### config.mk
export PLATFORM = sky130hd
export DESIGN_NAME = text_console_ctrl_flat
export DESIGN_NICKNAME = d
export VERILOG_FILES = /design/src/rtl/text_console_ctrl_if.sv /design/src/rtl/text_console_ctrl.sv /design/src/flat_wrapper.sv
export SDC_FILE = /design/constraint.sdc
export NUM_CORES = 1
export LEC_CHECK = 0
export ABC_CLOCK_PERIOD_IN_PS = 5400
export CORE_UTILIZATION = 58
export CTS_CLUSTER_SIZE = 10
export DETAILED_ROUTE_END_ITERATION = 10
export PLACE_DENSITY = 0.82
export SYNTH_ARGS = -nofsm -noshare
export SYNTH_HDL_FRONTEND = slang
export SYNTH_SLANG_ARGS = --single-unit
### constraint.sdc
create_clock -name clk -period 5.4 [get_ports clk]
set_clock_uncertainty 0.05 [all_clocks]
set_input_delay 1.08 -clock clk [delete_from_list [all_inputs] [get_ports clk]]
set_output_delay 1.08 -clock clk [all_outputs]
set_load 0.01 [all_outputs]
### src/rtl/text_console_ctrl_if.sv
`default_nettype none
// ============================================================================
// Module   : text_console_ctrl_if
// Purpose  : Bundles the byte-stream input handshake (valid/ready), the video
//            RAM write port and the cursor/status outputs of the text console
//            write-side sequencer.
// Ports    : in_data/in_valid   byte source -> controller
//            in_ready           controller -> byte source
//            ram_din/ram_we/ram_waddr  controller -> video RAM write port
//            cur_col/cur_row    cursor position
//            busy               screen clear in progress
// Modports : master = byte source / observer side, slave = controller side
// Revision : 1.0 - initial release
// ============================================================================
interface text_console_ctrl_if #(
  parameter int ADDR_W = 13
);
  logic [7:0]        in_data;
  logic              in_valid;
  logic              in_ready;
  logic [7:0]        ram_din;
  logic              ram_we;
  logic [ADDR_W-1:0] ram_waddr;
  logic [6:0]        cur_col;
  logic [5:0]        cur_row;
  logic              busy;

  modport master (
    output in_data, in_valid,
    input  in_ready, ram_din, ram_we, ram_waddr, cur_col, cur_row, busy
  );

  modport slave (
    input  in_data, in_valid,
    output in_ready, ram_din, ram_we, ram_waddr, cur_col, cur_row, busy
  );
endinterface
`default_nettype wire

### src/rtl/text_console_ctrl.sv
`default_nettype none
// ============================================================================
// Module   : text_console_ctrl
// Purpose  : Write-side sequencer for a COLS x ROWS text video RAM. Accepts a
//            byte stream, interprets printable characters and CR/LF/BS/FF
//            control codes, tracks the cursor and drives the RAM write port.
//            FF blanks the whole RAM, one cell per cycle.
// Ports    : clk   system clock (also RAM write clock)
//            rst   synchronous active-high reset
//            bus   text_console_ctrl_if.slave (byte input handshake, RAM
//                  write port, cursor and busy outputs)
// Config   : CLEAR_ON_RESET_EN - when defined, leaving reset starts a full
//            screen clear before the first byte is accepted; otherwise the
//            controller comes out of reset idle and the RAM is left untouched.
// Revision : 1.0 - initial release
// ============================================================================
module text_console_ctrl #(
  parameter int         COLS     = 80,
  parameter int         ROWS     = 60,
  parameter int         RAM_SIZE = COLS * ROWS,
  parameter int         ADDR_W   = $clog2(RAM_SIZE),
  parameter logic [7:0] BLANK    = 8'h20
) (
  input  wire logic          clk,
  input  wire logic          rst,
  text_console_ctrl_if.slave bus
);

  typedef enum logic [0:0] {
    ST_IDLE  = 1'b0,
    ST_CLEAR = 1'b1
  } state_t;

`ifdef CLEAR_ON_RESET_EN
  localparam state_t c_reset_state = ST_CLEAR;
`else
  localparam state_t c_reset_state = ST_IDLE;
`endif

  localparam logic [6:0]        c_col_last  = 7'(COLS - 1);
  localparam logic [5:0]        c_row_last  = 6'(ROWS - 1);
  localparam logic [ADDR_W-1:0] c_addr_last = ADDR_W'(RAM_SIZE - 1);
  localparam logic [ADDR_W:0]   c_cols_ext  = (ADDR_W+1)'(COLS);
  localparam logic [ADDR_W:0]   c_size_ext  = (ADDR_W+1)'(RAM_SIZE);

  localparam logic [7:0] c_cr = 8'h0D;
  localparam logic [7:0] c_lf = 8'h0A;
  localparam logic [7:0] c_bs = 8'h08;
  localparam logic [7:0] c_ff = 8'h0C;

  state_t            r_state, w_state_nxt;
  logic [6:0]        r_col,   w_col_nxt;
  logic [5:0]        r_row,   w_row_nxt;
  // Linear cell address of the cursor (row*COLS + col), maintained
  // incrementally so no multiplier is needed.
  logic [ADDR_W-1:0] r_lin,   w_lin_nxt;
  logic [ADDR_W-1:0] r_clr,   w_clr_nxt;
  logic [ADDR_W-1:0] r_waddr, w_waddr_nxt;
  logic [7:0]        r_din,   w_din_nxt;
  logic              r_we,    w_we_nxt;

  logic              w_ready;
  logic              w_accept;
  logic              w_printable;
  logic [ADDR_W:0]   w_lf_sum;
  logic [ADDR_W-1:0] w_lf_lin;

  assign w_ready     = (r_state == ST_IDLE) & ~rst;
  assign w_accept    = bus.in_valid & w_ready;
  assign w_printable = (bus.in_data >= 8'h20) && (bus.in_data <= 8'h7E);

  // LF moves one full row down; the address wraps modulo RAM_SIZE so the
  // bottom row feeds back to the top row at the same column.
  assign w_lf_sum = {1'b0, r_lin} + c_cols_ext;
  assign w_lf_lin = (w_lf_sum >= c_size_ext) ? ADDR_W'(w_lf_sum - c_size_ext)
                                             : ADDR_W'(w_lf_sum);

  // --------------------------------------------------------------------------
  // State register and datapath registers
  // --------------------------------------------------------------------------
  always_ff @(posedge clk) begin
    if (rst) begin
      r_state <= c_reset_state;
      r_col   <= '0;
      r_row   <= '0;
      r_lin   <= '0;
      r_clr   <= '0;
      r_waddr <= '0;
      r_din   <= '0;
      r_we    <= 1'b0;
    end else begin
      r_state <= w_state_nxt;
      r_col   <= w_col_nxt;
      r_row   <= w_row_nxt;
      r_lin   <= w_lin_nxt;
      r_clr   <= w_clr_nxt;
      r_waddr <= w_waddr_nxt;
      r_din   <= w_din_nxt;
      r_we    <= w_we_nxt;
    end
  end

  // --------------------------------------------------------------------------
  // Next-state and next-output logic
  // --------------------------------------------------------------------------
  always_comb begin
    w_state_nxt = r_state;
    w_col_nxt   = r_col;
    w_row_nxt   = r_row;
    w_lin_nxt   = r_lin;
    w_clr_nxt   = r_clr;
    w_waddr_nxt = r_waddr;   // address and data hold between writes
    w_din_nxt   = r_din;
    w_we_nxt    = 1'b0;

    case (r_state)
      ST_IDLE: begin
        w_clr_nxt = '0;
        if (w_accept) begin
          if (w_printable) begin
            w_we_nxt    = 1'b1;
            w_din_nxt   = bus.in_data;
            w_waddr_nxt = r_lin;
            if (r_col == c_col_last) begin
              w_col_nxt = '0;
              if (r_row == c_row_last) begin
                // Bottom-right cell: wrap to the top-left, no scrolling.
                w_row_nxt = '0;
                w_lin_nxt = '0;
              end else begin
                w_row_nxt = r_row + 6'd1;
                w_lin_nxt = r_lin + ADDR_W'(1);
              end
            end else begin
              w_col_nxt = r_col + 7'd1;
              w_lin_nxt = r_lin + ADDR_W'(1);
            end
          end else begin
            case (bus.in_data)
              c_cr: begin
                w_col_nxt = '0;
                w_lin_nxt = r_lin - ADDR_W'(r_col);
              end
              c_lf: begin
                w_row_nxt = (r_row == c_row_last) ? 6'd0 : r_row + 6'd1;
                w_lin_nxt = w_lf_lin;
              end
              c_bs: begin
                // Backspace only moves the cursor; the cell is not erased.
                if (r_col != 7'd0) begin
                  w_col_nxt = r_col - 7'd1;
                  w_lin_nxt = r_lin - ADDR_W'(1);
                end
              end
              c_ff: begin
                w_state_nxt = ST_CLEAR;
              end
              default: ;  // unsupported bytes are consumed and dropped
            endcase
          end
        end
      end

      ST_CLEAR: begin
        w_we_nxt    = 1'b1;
        w_din_nxt   = BLANK;
        w_waddr_nxt = r_clr;
        if (r_clr == c_addr_last) begin
          w_state_nxt = ST_IDLE;
          w_col_nxt   = '0;
          w_row_nxt   = '0;
          w_lin_nxt   = '0;
          w_clr_nxt   = '0;
        end else begin
          w_clr_nxt = r_clr + ADDR_W'(1);
        end
      end

      default: begin
        w_state_nxt = ST_IDLE;
      end
    endcase
  end

  // --------------------------------------------------------------------------
  // Outputs
  // --------------------------------------------------------------------------
  assign bus.in_ready  = w_ready;
  assign bus.ram_din   = r_din;
  assign bus.ram_we    = r_we;
  assign bus.ram_waddr = r_waddr;
  assign bus.cur_col   = r_col;
  assign bus.cur_row   = r_row;
  // Gated by rst so status reads idle while reset is held, whatever the
  // reset state of the sequencer.
  assign bus.busy      = (r_state == ST_CLEAR) & ~rst;

endmodule
`default_nettype wire
### src/flat_wrapper.sv
// flat-port wrapper written by rule: the top's interface ports become plain ports
module text_console_ctrl_flat 
#(
  parameter int         COLS     = 80,
  parameter int         ROWS     = 60,
  parameter int         RAM_SIZE = COLS * ROWS,
  parameter int         ADDR_W   = $clog2(RAM_SIZE),
  parameter logic [7:0] BLANK    = 8'h20
)
  (clk, rst, bus_in_data, bus_in_valid, bus_in_ready, bus_ram_din, bus_ram_we, bus_ram_waddr, bus_cur_col, bus_cur_row, bus_busy);
  text_console_ctrl_if #(.ADDR_W(ADDR_W)) bus_i ();
  input  wire logic clk;
  input  wire logic rst;
  input wire logic [$bits(bus_i.in_data)-1:0] bus_in_data;
  input wire logic [$bits(bus_i.in_valid)-1:0] bus_in_valid;
  output wire logic [$bits(bus_i.in_ready)-1:0] bus_in_ready;
  output wire logic [$bits(bus_i.ram_din)-1:0] bus_ram_din;
  output wire logic [$bits(bus_i.ram_we)-1:0] bus_ram_we;
  output wire logic [$bits(bus_i.ram_waddr)-1:0] bus_ram_waddr;
  output wire logic [$bits(bus_i.cur_col)-1:0] bus_cur_col;
  output wire logic [$bits(bus_i.cur_row)-1:0] bus_cur_row;
  output wire logic [$bits(bus_i.busy)-1:0] bus_busy;
  assign bus_i.in_data = bus_in_data;
  assign bus_i.in_valid = bus_in_valid;
  assign bus_in_ready = bus_i.in_ready;
  assign bus_ram_din = bus_i.ram_din;
  assign bus_ram_we = bus_i.ram_we;
  assign bus_ram_waddr = bus_i.ram_waddr;
  assign bus_cur_col = bus_i.cur_col;
  assign bus_cur_row = bus_i.cur_row;
  assign bus_busy = bus_i.busy;
  text_console_ctrl #(.COLS(COLS), .ROWS(ROWS), .RAM_SIZE(RAM_SIZE), .ADDR_W(ADDR_W), .BLANK(BLANK)) u_core (.clk(clk), .rst(rst), .bus(bus_i));
endmodule
==> flow_metrics.env <==
export IMPL_ys_types=68
export IMPL_path_delay_family="compound AO/OA/AOI/OAI gates"
export IMPL_critPathLaunchType="input port"
export IMPL_hold_violations=0
export IMPL_grt_overflow=0
export IMPL_place_ws_ns=0.477
export IMPL_layout_commonest_cell="nor2_1"
export IMPL_area_delta_synth_final_pct=17.2
export IMPL_syn_area_sq_mm=0.00412
export IMPL_routabilityCongestion=0.939
export IMPL_tns_ns=0
export IMPL_setup_viol=0
export IMPL_synth_area_per_cell_sq_um=8.00
export IMPL_die_h_microns=86.3
export IMPL_cp_common_cell="a21oi_1"
export IMPL_hold_ws_ns=0.417
export IMPL_fin_nets=573
export IMPL_ys_seq_area_share_pct=30.1
export IMPL_grt_max_degree=41
export IMPL_synthMuxAreaShare_pct=3.40
export IMPL_crit_buf_inv=2
export IMPL_first_pass_iters=5
export IMPL_fmax_mhz=218
export IMPL_setup_ws_ns=0.803
export IMPL_grt_pass1_vias=3843
export IMPL_ios=48
export IMPL_slowest_stage="clkdlybuf4s50_1"
export IMPL_clk_pin_slew_ns=0.08
export IMPL_drt_total_wl_microns=11000
export IMPL_wl_per_cell_microns=17.0
export IMPL_syn_inst=515
export IMPL_cap_violations=0
export IMPL_holdCritPathClass="reg -> reg"
export IMPL_regArea_sq_mm=0.00124
export IMPL_cp_required_ns=5.59
export IMPL_yosys_area_share_simple_pct=25.7
export IMPL_slew_violations=0
export IMPL_ctsHoldBuffers=0
export IMPL_dpl_hpwl_microns=7650
export IMPL_clock_latency_ns=0.37
export IMPL_postCtsResizedCells=0
export IMPL_critPathMaxFanout=13
export IMPL_placed_area_sq_mm=0.00458
export IMPL_dr_first_iter_drc_count=291
export IMPL_final_antenna_net_count=0
export IMPL_die_area_sq_mm=0.00744
export IMPL_clk_path_buf_depth=2
export IMPL_peakVddDrop_mv=0.188
export IMPL_layout_min_cycle_time_ns=4.60
export IMPL_numCtsBuffers=9
export IMPL_synth_nets=543
export IMPL_tritoncts="yes"
export IMPL_most_common_layout_cells="67 x nor2_1, 62 x dfxtp_1, 47 x clkdlybuf4s50_1"
export IMPL_fill_cells=577
export IMPL_synthArstFlopShare_pct=0
export IMPL_via_per_inst=6.30
export IMPL_path_cells="clkdlybuf4s50_1 -> nor4_4 -> nand3_1 -> nand2_1 -> ha_1 -> inv_1 -> fa_1 -> a21o_1 -> a21oi_1 -> o21ai_0 -> a2111oi_0 -> xor2_1 -> o2111ai_1 -> a21oi_1"
export IMPL_worst_pin_slew_ns=0.710
export IMPL_grt_pass1_wl_microns=18100
export IMPL_worstSetupEndpointType="flip-flop"
export IMPL_vias=4072
export IMPL_synth_compound_area_share_pct=22.5
export IMPL_multiInputGateArea_sq_mm=0.00267
export IMPL_synth_seq_cells=62
export IMPL_fp_coreArea_sq_mm=0.00683
export IMPL_synth_adder_area_share_pct=5.35
export IMPL_synthFlopType="dfxtp_1"
export IMPL_synth_top_family_by_area="simple AND/OR/NAND/NOR gates"
export IMPL_grt_util_all_layers_pct=30.8
export IMPL_synthXorXnorAreaFrac_pct=7.84
export IMPL_max_stage_delay_ns=0.52
export IMPL_htreeDepth=3
export IMPL_yosysWarnings=0
export IMPL_die_w_microns=86.3
export IMPL_antenna_found_initial=0
export IMPL_status="completed"
export IMPL_power_leakage_nw=1.61
export IMPL_cts_root_buf="clkbuf_8"
export IMPL_critical_path_arrival_ns=4.78
export IMPL_final_util_pct=70.7
export IMPL_stdcell_area_sq_mm=0.00483
export IMPL_start_util_pct=60.3
export IMPL_critPathKind="in -> reg"
export IMPL_drc=0
export IMPL_synth_edff_count=0
export IMPL_io_buffers=47
export IMPL_p_per_area_mw_per_mm2=233
export IMPL_fin_crit_sh_pct=85.1
export IMPL_postCtsSetupRepairBufs=0
export IMPL_drive_above_1_share_pct=6.18
export IMPL_relSlewSlack_pct=52.5
export IMPL_rows=30
export IMPL_rsz0062_at_grt="no"
export IMPL_antenna_cells=0
export IMPL_clkSinkCount=62
[layout make-up]
cell class / instances / area share [%]
Multi-Input combinational cell: 409 / 55.3
Sequential cell: 62 / 25.7
Clock buffer: 9 / 2.57
Inverter: 12 / 0.933
Tap cell: 96 / 2.49
Clock inverter: 7 / 2.64
Timing Repair Buffer: 51 / 10.4
[through the flow]
step	total power, W	std cells
CTS	0.00112	646
global route	0.00115	646
global placement	0.000596	630
floorplan	0.000556	515
finish	0.00112	646
detailed placement	0.000599	630
[worst paths after layout]
check | start | to | slack [ns] | cells past startpoint
min reg2reg | u_core.bus.ram_din[4] | u_core.bus.ram_din[4] | 0.42 | 2
max | bus_in_data[5] | u_core.r_lin[12] | 0.80 | 14
max reg2reg | u_core.r_lin[5] | u_core.r_lin[11] | 2.06 | 10
min | u_core.bus.ram_din[4] | u_core.bus.ram_din[4] | 0.42 | 2
[synth_stat cells, drive strengths merged, types with 3 or more instances]
| cell | n | share of area, % |
|---|---|---|
| a211oi | 15 | 2.7 |
| a21o | 7 | 1.3 |
| a21oi | 33 | 4.2 |
| a221oi | 3 | 0.64 |
| a22oi | 4 | 0.73 |
| a32oi | 4 | 1.0 |
| and2 | 4 | 0.61 |
| and3 | 13 | 2.0 |
| buf | 11 | 2.0 |
| clkbuf | 21 | 1.9 |
| dfxtp | 62 | 30 |
| ha | 16 | 4.9 |
| inv | 12 | 1.1 |
| mux2i | 14 | 3.4 |
| nand2 | 34 | 3.1 |
| nand2b | 7 | 1.1 |
| nand3 | 24 | 2.9 |
| nand3b | 9 | 1.6 |
| nand4 | 8 | 1.2 |
| nor2 | 67 | 6.1 |
| nor2b | 3 | 0.46 |
| nor3 | 16 | 1.9 |
| nor4 | 8 | 1.6 |
| o21a | 4 | 0.73 |
| o21ai | 25 | 3.0 |
| o221a | 4 | 1.1 |
| o221ai | 3 | 0.79 |
| o22ai | 5 | 0.76 |
| o31ai | 4 | 0.73 |
| or3 | 3 | 0.46 |
| xnor2 | 21 | 4.6 |
| xor2 | 15 | 3.2 |
[registers in the layout (all words and copies together) (netlist names)]
| signal | flops |
|---|---|
| u_core.bus.cur_col | 7 |
| u_core.bus.cur_row | 6 |
| u_core.bus.ram_din | 8 |
| u_core.bus.ram_waddr | 13 |
| u_core.bus.ram_we | 1 |
| u_core.r_clr | 13 |
| u_core.r_lin | 13 |
| u_core.r_state | 1 |
[layer usage]
metal	vias up	GRT usage (%)	wire [microns]
met2	178	54.5	5430
li1	1952	-	-
met3	41	6.29	773
met1	1901	35.7	4480
met4	0	13.9	304
met5	-	0	0
[tightest hold or removal path, stage by stage, from the launching register on]
cell and delay (ns):
dfxtp_1 0.32, nand2_1 0.05, a21oi_1 0.05
[kinds of logic (layout without fill, tap and decap cells)]
group | Yosys count | in the layout
xor+xnor | 36 | 36
simple gates | 209 | 209
buf+inv | 44 | 79
flops | 62 | 62
mux | 14 | 14
fa+ha+maj | 17 | 17
compound gates | 133 | 133
[report_power, final]
group	switching, W	internal [W]
registers	0.00000895	0.000465
clock network	0.000218	0.000315
logic	0.0000645	0.0000516
Note: power is estimated with default switching activity, not from simulation.
